$ cat src/rtl/lbuf_rd_if.sv
// Line-buffer read side bundle: lock controls in, raster timing
// and line-buffer read address out.
interface lbuf_rd_if;
    logic        frame_start_in;
    logic        lock_en;
    logic [10:0] hcnt_ext;
    logic [10:0] vcnt_ext;
    logic [8:0]  hcnt_ext_lbuf;
    logic [5:0]  vcnt_ext_lbuf;
    logic        HSYNC_ext;
    logic        VSYNC_ext;
    logic        DE_ext;
    logic        locked;
    logic        lock_lost;

    modport master (
        input  frame_start_in,
        input  lock_en,
        output hcnt_ext,
        output vcnt_ext,
        output hcnt_ext_lbuf,
        output vcnt_ext_lbuf,
        output HSYNC_ext,
        output VSYNC_ext,
        output DE_ext,
        output locked,
        output lock_lost
    );

    modport slave (
        output frame_start_in,
        output lock_en,
        input  hcnt_ext,
        input  vcnt_ext,
        input  hcnt_ext_lbuf,
        input  vcnt_ext_lbuf,
        input  HSYNC_ext,
        input  VSYNC_ext,
        input  DE_ext,
        input  locked,
        input  lock_lost
    );
endinterface

$ cat src/rtl/lbuf_rd_scheduler.sv
// Output raster generator and line-buffer read addressing with
// optional frame lock to the input frame start.
module lbuf_rd_scheduler #(
    parameter int H_TOTAL          = 1650,
    parameter int H_SYNCLEN        = 40,
    parameter int H_AVIDSTART      = 260,
    parameter int H_ACTIVE         = 1280,
    parameter int V_TOTAL          = 750,
    parameter int V_SYNCLEN        = 5,
    parameter int V_AVIDSTART      = 25,
    parameter int V_ACTIVE         = 720,
    parameter int H_NUM            = 3,
    parameter int H_DEN            = 10,
    parameter int V_NUM            = 14,
    parameter int V_DEN            = 45,
    parameter int NUM_LINE_BUFFERS = 40,
    parameter int LB_WIDTH         = 384,
    parameter int LOCK_TIMEOUT     = 64
) (
    input  logic      PCLK_ext,
    input  logic      reset_n,
    lbuf_rd_if.master bus
);

    localparam int HACC_W = $clog2(H_DEN) + 1;
    localparam int VACC_W = $clog2(V_DEN) + 1;
    localparam int WL_W   = $clog2(LOCK_TIMEOUT + 1);

    localparam logic [10:0] H_LAST = 11'(H_TOTAL - 1);
    localparam logic [10:0] V_LAST = 11'(V_TOTAL - 1);
    localparam logic [10:0] HS_END = 11'(H_SYNCLEN);
    localparam logic [10:0] VS_END = 11'(V_SYNCLEN);
    localparam logic [10:0] HA_BEG = 11'(H_AVIDSTART);
    localparam logic [10:0] HA_END = 11'(H_AVIDSTART + H_ACTIVE);
    localparam logic [10:0] HA_PRE = 11'(H_AVIDSTART - 1);
    localparam logic [10:0] VA_BEG = 11'(V_AVIDSTART);
    localparam logic [10:0] VA_END = 11'(V_AVIDSTART + V_ACTIVE);
    localparam logic [10:0] VA_PRE = 11'(V_AVIDSTART - 1);

    localparam logic [HACC_W-1:0] H_STEP = HACC_W'(H_NUM);
    localparam logic [HACC_W-1:0] H_MOD  = HACC_W'(H_DEN);
    localparam logic [VACC_W-1:0] V_STEP = VACC_W'(V_NUM);
    localparam logic [VACC_W-1:0] V_MOD  = VACC_W'(V_DEN);

    localparam logic [8:0]      LB_LAST   = 9'(LB_WIDTH - 1);
    localparam logic [5:0]      SLOT_LAST = 6'(NUM_LINE_BUFFERS - 1);
    localparam logic [WL_W-1:0] WL_LAST   = WL_W'(LOCK_TIMEOUT - 1);

    typedef enum logic [1:0] {
        FREERUN,
        WAIT_START,
        RUN
    } state_t;

    state_t state, state_n;

    logic [10:0]       hcnt, hcnt_n, hcnt_adv;
    logic [10:0]       vcnt, vcnt_n, vcnt_adv;
    logic [10:0]       wclk, wclk_n;
    logic [WL_W-1:0]   wline, wline_n;
    logic [HACC_W-1:0] hacc, hsum;
    logic [VACC_W-1:0] vacc, vsum;
    logic [8:0]        hlb;
    logic [5:0]        vlb;
    logic              hs, vs, de;
    logic              hs_n, vs_n, de_n;
    logic              locked, locked_n;
    logic              lost, lost_n;
    logic              line_end, frame_end;
    logic              timeout, act_line;

    assign line_end  = (hcnt == H_LAST);
    assign frame_end = line_end && (vcnt == V_LAST);
    assign timeout   = (wclk == H_LAST) && (wline == WL_LAST);
    assign act_line  = (vcnt >= VA_BEG) && (vcnt < VA_END);

    assign hcnt_adv = line_end ? 11'd0 : hcnt + 11'd1;
    assign vcnt_adv = !line_end ? vcnt :
                      (vcnt == V_LAST) ? 11'd0 : vcnt + 11'd1;

    assign hsum = hacc + H_STEP;
    assign vsum = vacc + V_STEP;

    always_comb begin
        state_n  = state;
        hcnt_n   = hcnt_adv;
        vcnt_n   = vcnt_adv;
        locked_n = locked;
        lost_n   = lost;
        wclk_n   = '0;
        wline_n  = '0;
        unique case (state)
            FREERUN: begin
                if (frame_end && bus.lock_en) begin
                    state_n = WAIT_START;
                    hcnt_n  = hcnt;
                    vcnt_n  = vcnt;
                end
            end
            RUN: begin
                if (frame_end && bus.lock_en) begin
                    state_n = WAIT_START;
                    hcnt_n  = hcnt;
                    vcnt_n  = vcnt;
                end else if (frame_end) begin
                    state_n  = FREERUN;
                    locked_n = 1'b0;
                end
            end
            WAIT_START: begin
                // Park on the last frame clock: syncs idle, DE low.
                hcnt_n  = hcnt;
                vcnt_n  = vcnt;
                wclk_n  = (wclk == H_LAST) ? 11'd0 : wclk + 11'd1;
                wline_n = (wclk == H_LAST) ? wline + 1'b1 : wline;
                if (!bus.lock_en) begin
                    state_n  = FREERUN;
                    hcnt_n   = '0;
                    vcnt_n   = '0;
                    locked_n = 1'b0;
                end else if (bus.frame_start_in) begin
                    state_n  = RUN;
                    hcnt_n   = '0;
                    vcnt_n   = '0;
                    locked_n = 1'b1;
                end else if (timeout) begin
                    state_n  = FREERUN;
                    hcnt_n   = '0;
                    vcnt_n   = '0;
                    locked_n = 1'b0;
                    lost_n   = 1'b1;
                end
            end
            default: begin
                state_n = FREERUN;
            end
        endcase
    end

    // Decode from next counters so the registered outputs line up.
    assign hs_n = (hcnt_n >= HS_END);
    assign vs_n = (vcnt_n >= VS_END);
    assign de_n = (hcnt_n >= HA_BEG) && (hcnt_n < HA_END) &&
                  (vcnt_n >= VA_BEG) && (vcnt_n < VA_END);

    always_ff @(posedge PCLK_ext or negedge reset_n) begin
        if (!reset_n) begin
            state  <= FREERUN;
            hcnt   <= '0;
            vcnt   <= '0;
            wclk   <= '0;
            wline  <= '0;
            hs     <= 1'b1;
            vs     <= 1'b1;
            de     <= 1'b0;
            locked <= 1'b0;
            lost   <= 1'b0;
        end else begin
            state  <= state_n;
            hcnt   <= hcnt_n;
            vcnt   <= vcnt_n;
            wclk   <= wclk_n;
            wline  <= wline_n;
            hs     <= hs_n;
            vs     <= vs_n;
            de     <= de_n;
            locked <= locked_n;
            lost   <= lost_n;
        end
    end

    always_ff @(posedge PCLK_ext or negedge reset_n) begin
        if (!reset_n) begin
            hacc <= '0;
            hlb  <= '0;
        end else if (hcnt == HA_PRE) begin
            hacc <= '0;
            hlb  <= '0;
        end else if (de) begin
            if (hsum >= H_MOD) begin
                hacc <= hsum - H_MOD;
                if (hlb != LB_LAST) begin
                    hlb <= hlb + 9'd1;
                end
            end else begin
                hacc <= hsum;
            end
        end
    end

    always_ff @(posedge PCLK_ext or negedge reset_n) begin
        if (!reset_n) begin
            vacc <= '0;
            vlb  <= '0;
        end else if (line_end && vcnt == VA_PRE) begin
            vacc <= '0;
            vlb  <= '0;
        end else if (line_end && act_line) begin
            if (vsum >= V_MOD) begin
                vacc <= vsum - V_MOD;
                vlb  <= (vlb == SLOT_LAST) ? 6'd0 : vlb + 6'd1;
            end else begin
                vacc <= vsum;
            end
        end
    end

    assign bus.hcnt_ext      = hcnt;
    assign bus.vcnt_ext      = vcnt;
    assign bus.hcnt_ext_lbuf = hlb;
    assign bus.vcnt_ext_lbuf = vlb;
    assign bus.HSYNC_ext     = hs;
    assign bus.VSYNC_ext     = vs;
    assign bus.DE_ext        = de;
    assign bus.locked        = locked;
    assign bus.lock_lost     = lost;

endmodule

$ cat src/flat_wrapper.sv
// flat-port wrapper written by rule: the top's interface ports become plain ports
module lbuf_rd_scheduler_flat 
#(
    parameter int H_TOTAL          = 1650,
    parameter int H_SYNCLEN        = 40,
    parameter int H_AVIDSTART      = 260,
    parameter int H_ACTIVE         = 1280,
    parameter int V_TOTAL          = 750,
    parameter int V_SYNCLEN        = 5,
    parameter int V_AVIDSTART      = 25,
    parameter int V_ACTIVE         = 720,
    parameter int H_NUM            = 3,
    parameter int H_DEN            = 10,
    parameter int V_NUM            = 14,
    parameter int V_DEN            = 45,
    parameter int NUM_LINE_BUFFERS = 40,
    parameter int LB_WIDTH         = 384,
    parameter int LOCK_TIMEOUT     = 64
)
  (PCLK_ext, reset_n, bus_frame_start_in, bus_lock_en, bus_hcnt_ext, bus_vcnt_ext, bus_hcnt_ext_lbuf, bus_vcnt_ext_lbuf, bus_HSYNC_ext, bus_VSYNC_ext, bus_DE_ext, bus_locked, bus_lock_lost);
  lbuf_rd_if bus_i ();
  input  logic PCLK_ext;
  input  logic reset_n;
  input wire logic [$bits(bus_i.frame_start_in)-1:0] bus_frame_start_in;
  input wire logic [$bits(bus_i.lock_en)-1:0] bus_lock_en;
  output wire logic [$bits(bus_i.hcnt_ext)-1:0] bus_hcnt_ext;
  output wire logic [$bits(bus_i.vcnt_ext)-1:0] bus_vcnt_ext;
  output wire logic [$bits(bus_i.hcnt_ext_lbuf)-1:0] bus_hcnt_ext_lbuf;
  output wire logic [$bits(bus_i.vcnt_ext_lbuf)-1:0] bus_vcnt_ext_lbuf;
  output wire logic [$bits(bus_i.HSYNC_ext)-1:0] bus_HSYNC_ext;
  output wire logic [$bits(bus_i.VSYNC_ext)-1:0] bus_VSYNC_ext;
  output wire logic [$bits(bus_i.DE_ext)-1:0] bus_DE_ext;
  output wire logic [$bits(bus_i.locked)-1:0] bus_locked;
  output wire logic [$bits(bus_i.lock_lost)-1:0] bus_lock_lost;
  assign bus_i.frame_start_in = bus_frame_start_in;
  assign bus_i.lock_en = bus_lock_en;
  assign bus_hcnt_ext = bus_i.hcnt_ext;
  assign bus_vcnt_ext = bus_i.vcnt_ext;
  assign bus_hcnt_ext_lbuf = bus_i.hcnt_ext_lbuf;
  assign bus_vcnt_ext_lbuf = bus_i.vcnt_ext_lbuf;
  assign bus_HSYNC_ext = bus_i.HSYNC_ext;
  assign bus_VSYNC_ext = bus_i.VSYNC_ext;
  assign bus_DE_ext = bus_i.DE_ext;
  assign bus_locked = bus_i.locked;
  assign bus_lock_lost = bus_i.lock_lost;
  lbuf_rd_scheduler #(.H_TOTAL(H_TOTAL), .H_SYNCLEN(H_SYNCLEN), .H_AVIDSTART(H_AVIDSTART), .H_ACTIVE(H_ACTIVE), .V_TOTAL(V_TOTAL), .V_SYNCLEN(V_SYNCLEN), .V_AVIDSTART(V_AVIDSTART), .V_ACTIVE(V_ACTIVE), .H_NUM(H_NUM), .H_DEN(H_DEN), .V_NUM(V_NUM), .V_DEN(V_DEN), .NUM_LINE_BUFFERS(NUM_LINE_BUFFERS), .LB_WIDTH(LB_WIDTH), .LOCK_TIMEOUT(LOCK_TIMEOUT)) u_core (.PCLK_ext(PCLK_ext), .reset_n(reset_n), .bus(bus_i));
endmodule
$ cat config.mk
export PLATFORM = sky130hd
export DESIGN_NAME = lbuf_rd_scheduler_flat
export DESIGN_NICKNAME = d
export VERILOG_FILES = /design/src/rtl/lbuf_rd_if.sv /design/src/rtl/lbuf_rd_scheduler.sv /design/src/flat_wrapper.sv
export SDC_FILE = /design/constraint.sdc
export NUM_CORES = 1
export LEC_CHECK = 0
export BUFFER_PORTS_ARGS = -buffer_cell sky130_fd_sc_hd__clkbuf_2
export CAP_MARGIN = 25
export CORE_UTILIZATION = 40
export DETAILED_ROUTE_END_ITERATION = 8
export PLACE_DENSITY_LB_ADDON = 0.12
export SLEW_MARGIN = 20
export SYNTH_ARGS = -nofsm -noshare
export SYNTH_HDL_FRONTEND = slang
export SYNTH_SLANG_ARGS = --single-unit
$ cat constraint.sdc
create_clock -name PCLK_ext -period 3.25 [get_ports PCLK_ext]
set_input_delay 0.325 -clock PCLK_ext [delete_from_list [all_inputs] [get_ports PCLK_ext]]
set_output_delay 0.325 -clock PCLK_ext [all_outputs]
set_load 0.02 [all_outputs]
==> results of run 1 <==
-- state kept, by name (all words and copies together) (netlist names), 2 cells and up --
signal / flops
u_core.state: 2
u_core.bus.vcnt_ext: 11
u_core.bus.hcnt_ext_lbuf: 9
u_core.vacc: 7
u_core.bus.hcnt_ext: 11
u_core.hacc: 5
u_core.bus.vcnt_ext_lbuf: 6
u_core.wline: 7
u_core.wclk: 11
-- area by class of cell --
type / count / area share, %
repair buffers: 75 / 8.39
well taps: 143 / 3.23
clock buffers: 10 / 4.13
clock inverters: 6 / 1.90
multi-input cells: 387 / 47.4
flip-flops and latches: 74 / 33.4
inverters: 23 / 1.56
-- layout by cell type (no fill, tap or decap), types with 5 or more instances in the layout --
cell,n
xnor2_1,15
o31ai_1,10
nand3b_1,5
clkbuf_2,44
mux2i_1,5
or3_1,14
nand4_1,9
o21ai_0,25
nand2_1,33
inv_1,23
clkbuf_16,9
nor2b_1,5
buf_4,30
a31oi_1,7
ha_1,22
nand2b_1,5
xor2_1,24
and3_1,13
nor2_1,50
a211oi_1,7
nor4_1,5
dfrtp_1,72
a21oi_1,20
nand3_1,27
nor3_1,13
and2_1,5
-- where the power goes --
| group | leakage [nW] | switching, mW | internal [mW] |
|---|---|---|---|
| clock | 0.166 | 0.370 | 0.746 |
| sequential | 0.926 | 0 | 0.922 |
| combinational | 1.42 | 0.0205 | 0.00447 |
-- per-stage QoR --
stage,cell area (um2),worst slack [ns],hold WS [ns]
final,5550,0.189,-0.0296
after global routing,5550,0.0161,0.00407
after CTS,5500,0.141,0.192
after detailed placement,5170,0.172,0.478
after global placement,5170,0.219,0.455
after floorplan,4650,0.249,0.0294
-- final timing paths --
| kind | from | endpoint | slack (ns) | cells after the start |
|---|---|---|---|---|
| worst max-delay path | u_core.bus.hcnt_ext[2]$_DFF_PN0_ | u_core.bus.DE_ext$_DFF_PN0_ | 0.19 | 9 |
| worst min-delay path | reset_n | u_core.vacc[6]$_DFFE_PN0P_ | -0.03 | 1 |
| worst max register to register | u_core.bus.hcnt_ext[2]$_DFF_PN0_ | u_core.bus.DE_ext$_DFF_PN0_ | 0.19 | 9 |
| worst min register to register | u_core.bus.lock_lost$_DFFE_PN0P_ | u_core.bus.lock_lost$_DFFE_PN0P_ | 0.49 | 2 |
| max in group asynchronous | reset_n | u_core.wline[6]$_DFFE_PN0P_ | 2.70 | 2 |
| min in group PCLK_ext | bus_frame_start_in | u_core.bus.lock_lost$_DFFE_PN0P_ | 0.26 | 2 |
-- worst max-delay path: cells and delay by family (launching register included) --
kind                   cells  cell delay [ns]
buffers and inverters      1             0.19
AND/OR/NAND/NOR            5             1.61
flip-flops                 1             0.45
AO/OA/AOI/OAI              3             0.70
-- cells by family after synthesis --
logic type               count (synthesis)  share of synthesized area, %
multiplexers                             5                          1.08
flip-flops                              74                          39.9
adder cells (fa/ha/maj)                 22                          5.92
AO/OA/AOI/OAI                          116                          17.8
AND/OR/NAND/NOR                        205                          23.9
XOR/XNOR                                39                          7.35
buffers and inverters                   42                          4.09
-- layer usage --
metal	wire length (um)	vias to the layer above	global-route usage (%)	share of wire, %
met5	0	-	0	0
met4	146	0	7.14	1.3
met2	5120	104	30.1	46
li1	-	1963	-	-
met1	5250	1959	27.0	47
met3	607	15	4.21	5.5
-- what timing repair did --
| action | 4_1_cts | 5_1_grt |
|---|---|---|
| hold endpoints to repair | 0 | 0 |
| resized for setup | 0 | 4 |
| setup endpoints to repair | 0 | 1 |
==> summary.txt, run 1 <==
Clock tree
  • Post-CTS setup buffers: 0
  • Hold_buf cts: 0
  • Root Buffer: clkbuf_16
  • H-tree depth: 3
  • CTS sink count: 74
  • CTS tree: yes
  • Worst skew pair latency: approximately 0.33 ns
  • Cts bufs inserted: 9
  • CTS clk-pin slew, worst paths: approximately 0.060 ns
  • Clock Path Buffers: 2

STA
  • Final Hold Vio Count: 36
  • Final hold slack: -0.0296 ns
  • RSZ-0062 raised after global routing: no
  • F_max: between 0.3 and 0.4 GHz
  • Fin crit share: 94.2%
  • Clock Skew: 0.00592 ns
  • Worst-Margin Slew: ~0.62 ns
  • Final setup viols: 0
  • Fin. max-slew vios: 0
  • Slew HR: 57.8%
  • Total Neg Setup Slack: 0 ns
  • Crit path time final: between 3 and 4 ns

Floorplan
  • Row Count: 39
  • Die Ht: between 100 and 150 um
  • Starting Density: roughly two fifths
  • Die Footprint: about 12,000 um2
  • Core area: 11,400 um2
  • Die Wd: approximately 110 um
  • # IOs: 46

Run status
  • Violated checks: hold timing
  • Run status: finished, violations left

Synthesis
  • Post-synth top area cell: dfrtp_1
  • Yosys reg bits: 74
  • Top cells by area, synth: dfrtp_1 (39%), ha_1 (5.9%), xor2_1 (4.5%)
  • Synth cell count leaders: dfrtp_1 (72), nor2_1 (50), nand2_1 (33)
  • Yosys top cell area share: 38.8%
  • Top_reg_cell synth: dfrtp_1
  • Mapped Nets: about 530
  • Async set-or-reset flop fraction in the synthesized netlist: 100%
  • Mapped Cells: just over 500
  • Number of flops mapped to enable cells by yosys: 0
  • Register area share after synthesis: between 30 and 40%
  • Syn_area_per_cell: approximately 9 um2
  • Library cells used by synthesis: 70
  • Most numerous cell in the Yosys netlist: dfrtp_1
  • Synthesized cell area: 4650 um2
  • Yosys warning total: 0

GRT
  • Vias in the first global route: around 3,800
  • Antenna violations before repair: 0
  • Largest net degree at the start of global routing: 75
  • First-pass GRT wire length: 18,300 um
  • Global route total overflow: 0
  • GRT Util Overall: between 10% and 20%

Routing
  • Vias per inst: around 5.6
  • Routed wire length: ~11,000 um
  • DR vias: ~4,000
  • Initial DRT Pass Iterations: 6
  • Remaining routing DRC violations: 0
  • DRT antenna net count: 0
  • Wire per inst: ~15 um
  • DR iter-0 viols: about 360

Cells and area
  • Filler cells: 1,061
  • Core Util, Final: about half
  • Area grow syn2layout: 19.3%
  • Register area: 1850 um2
  • Post-Layout Cell Count: 718
  • Multi-input logic area: ~2600 um2
  • Layout cells sized above 1: ~20%
  • Final net count: 596
  • Diode count: 0

Job
  • # Max-Cap Violations: 0

Hold path
  • Hold/Removal Path Class: input pin to async pin

Placed design
  • Hpwl dp: ~8000 um
  • Port bufs: 45
  • Dpl cells: roughly 700
  • GP Congestion: 0.852

Worst setup path
  • Critical path fanouts, max: 8
  • Worst setup EP type: register
  • Critical Path Source Type: register
  • Slowest cell on crit path: or3_1
  • Crit-path cells: or3_1 -> buf_4 -> nor4_1 -> nand3_1 -> o211a_1 -> a211o_1 -> nor4_2 -> a31oi_1 -> and3_1
  • Crit Path Class: register to register
  • Crit path required time: approximately 3.5 ns
  • Crit path largest cell delay: 0.47 ns
  • Worst Path Arrival: between 3 and 4 ns

Power and ir drop
  • Power Total: a little over 2 mW
  • Peak VDD IR: between 0.15 and 0.2 mV
  • Leak Pwr: approximately 2.5 nW
  • Cell area power density: 372 nW/um2
Note: power is estimated with default switching activity, not from simulation.
==> run 2, diff against run 1 <==
BUFFER_PORTS_ARGS = -buffer_cell sky130_fd_sc_hd__buf_4   (was -buffer_cell sky130_fd_sc_hd__clkbuf_2)
==> run 2 against run 1 <==
Compared with the run above: clock skew fell by 0.0015 ns; sequential cell count stayed put; global-route usage grew 0.50 points; the run now ends clean; critical path type unchanged; hold slack improved by 0.25 ns; largest power group unchanged; combinational power is 6% higher.
==> summary.txt, run 2 (synthesized netlist as in run 1, its figures left out) <==
Clock tree
  • Hold_buf cts: 0 (unchanged)
  • Clock Path Buffers: 2 (unchanged)
  • Post-CTS resize count: 0 (unchanged)
  • H-tree depth: 3 (unchanged)
  • Worst skew pair latency: 0.34 ns (about the same)
  • Root Buffer: clkbuf_16
  • Post-CTS setup buffers: 0 (unchanged)
  • CTS clk-pin slew, worst paths: 0.06 ns (about the same)
  • CTS sink count: 74 (unchanged)
  • CTS tree: yes
  • Cts bufs inserted: 9 (unchanged)

Hold path
  • Hold/Removal Path Class: input pin to register

Routing
  • DRT antenna net count: 0 (unchanged)
  • DR vias: 3,974 (-1.7%)
  • Routed wire length: 11,200 um (+0.98%)
  • DR iter-0 viols: 368 (+3.7%)
  • Initial DRT Pass Iterations: 5 (-1)
  • Wire per inst: 15.7 um (+1.3%)
  • Vias per inst: 5.55 (-1.4%)
  • Remaining routing DRC violations: 0 (unchanged)

STA
  • Slew HR: 59.3% (+1.5 points)
  • Clock Skew: 0.00439 ns (-0.00153 ns)
  • Total Neg Setup Slack: 0 ns (unchanged)
  • F_max: 0.324 GHz (-0.85%)
  • Final hold slack: 0.220 ns (+0.249 ns)
  • Fin crit share: 95.0% (+0.80 points)
  • RSZ-0062 raised after global routing: no
  • Final setup viols: 0 (unchanged)
  • Final Hold Vio Count: 0 (-100%)
  • Final worst slack: 0.163 ns (-0.0261 ns)
  • Crit path time final: 3.09 ns (+0.0261 ns)
  • Fin. max-slew vios: 0 (unchanged)
  • Worst-Margin Slew: 0.602 ns (-0.0225 ns)

Floorplan
  • Core area: 11,400 um2 (unchanged)
  • Row Count: 39 (unchanged)
  • Die Wd: 110 um (unchanged)
  • Die Ht: 110 um (unchanged)
  • Starting Density: 40.9% (unchanged)
  • Die Footprint: 12,100 um2 (unchanged)
  • # IOs: 46 (unchanged)

Cells and area
  • Core Util, Final: 49.3% (+0.54 points)
  • Filler cells: 1,075 (+1.3%)
  • Commonest non-fill, non-tap cell in the layout: dfrtp_1
  • Post-Layout Cell Count: 716 (-0.28%)
  • Layout cells sized above 1: 18.8% (-0.98 points)
  • Finished layout cell area: 5610 um2 (+1.1%)
  • Most frequent cells in the layout: dfrtp_1 (72), buf_4 (71), nor2_1 (50)
  • Diode count: 0 (unchanged)
  • Final net count: 594 (-0.34%)
  • Area grow syn2layout: 20.6%

Worst setup path
  • Crit-path cells: inv_1 -> ha_1 -> and4bb_1 -> nand4b_4 -> o31a_1 -> or2_1 -> a211o_1 -> nor4_1 -> a31oi_1 -> and3_1
  • Worst setup EP type: register
  • WP buf/inv: 1 (unchanged)
  • Crit path largest cell delay: 0.46 ns (about the same)
  • Crit path required time: 3.47 ns (about the same)
  • Critical path fanouts, max: 12 (+4)
  • Critical Path Source Type: register
  • Flop2flop setup slack: 0.16 ns (-0.03 ns)
  • Crit Path Class: register to register
  • Slowest cell on crit path: o31a_1
  • Worst Path Arrival: 3.31 ns (+0.03 ns)
  • Critical path's top delay family: simple AND/OR/NAND/NOR gates

Power and ir drop
  • Combinational Power Share: 1.3% (about the same)
  • Sequential power share: 45.6% (+0.9 points)
  • Power Total: 2.02 mW (-2.0%)
  • Leak Pwr: 2.51 nW (about the same)
  • Psw: 0.403 mW (+3.2%)
  • Power share of the clock group: 53.1% (-1.0 points)
  • P_int: 1.62 mW (-3.2%)
  • Cell area power density: 361 nW/um2 (-3.1%)
  • Peak VDD IR: 0.260 mV (+33%)
  • Sw frac: 19.9% (+1.0 points)

GRT
  • Global route total overflow: 0 (unchanged)
  • Antenna violations before repair: 0 (unchanged)
  • GRT Util Overall: 20.1% (+0.50 points)
  • First-pass GRT wire length: 18,800 um (+3.0%)
  • Vias in the first global route: 3,926 (+4.6%)
  • Largest net degree at the start of global routing: 75 (unchanged)

Placed design
  • GP Congestion: 0.870 (+2.1%)
  • Port bufs: 45 (unchanged)
  • Post-Place Setup Slack: 0.204 ns (+0.0316 ns)
  • Dpl cells: 698 (-0.43%)
  • Hpwl dp: 8030 um (+0.63%)
  • Placed Area: 5260 um2 (+1.7%)

Job
  • # Max-Cap Violations: 0 (unchanged)

Run status
  • Run status: completed
[run 2: cell type report]
class	count	area [um2]	share of cell area [%]
repair buffers	73	563	10.0
multi-input cells	387	2600	46.4
clock buffers	11	243	4.33
inverters	23	86.3	1.54
flip-flops and latches	74	1850	33.1
well taps	143	179	3.19
clock inverters	5	77.6	1.38
[run 2: power by group through the flow]
stage | Clock [mW] | Sequential (mW) | Combinational [mW]
detailed placement | 0 | 0.938 | 0.0248
global route | 1.14 | 0.921 | 0.0321
floorplan | 0 | 0.938 | 0.000638
CTS | 1.11 | 0.921 | 0.0246
global placement | 0 | 0.938 | 0.0243
finish | 1.07 | 0.922 | 0.0266
[run 2: worst paths after layout]
| kind | start | end | cells past startpoint |
|---|---|---|---|
| min in group asynchronous | reset_n | u_core.vacc[1]$_DFFE_PN0P_ | 2 |
| worst min register to register | u_core.bus.lock_lost$_DFFE_PN0P_ | u_core.bus.lock_lost$_DFFE_PN0P_ | 2 |
| worst max register to register | u_core.wclk[1]$_DFF_PN0_ | u_core.bus.DE_ext$_DFF_PN0_ | 10 |
| worst min-delay path | bus_frame_start_in | u_core.bus.lock_lost$_DFFE_PN0P_ | 2 |
| max in group asynchronous | reset_n | u_core.bus.VSYNC_ext$_DFF_PN1_ | 3 |
| worst max-delay path | u_core.wclk[1]$_DFF_PN0_ | u_core.bus.DE_ext$_DFF_PN0_ | 10 |
[run 2: layer usage]
metal,wire length [um],GRT usage (%),up-vias
met5,0,0,-
met4,197,7.14,0
met3,564,4.92,19
met2,5140,32.0,99
met1,5330,26.5,1897
li1,-,-,1959
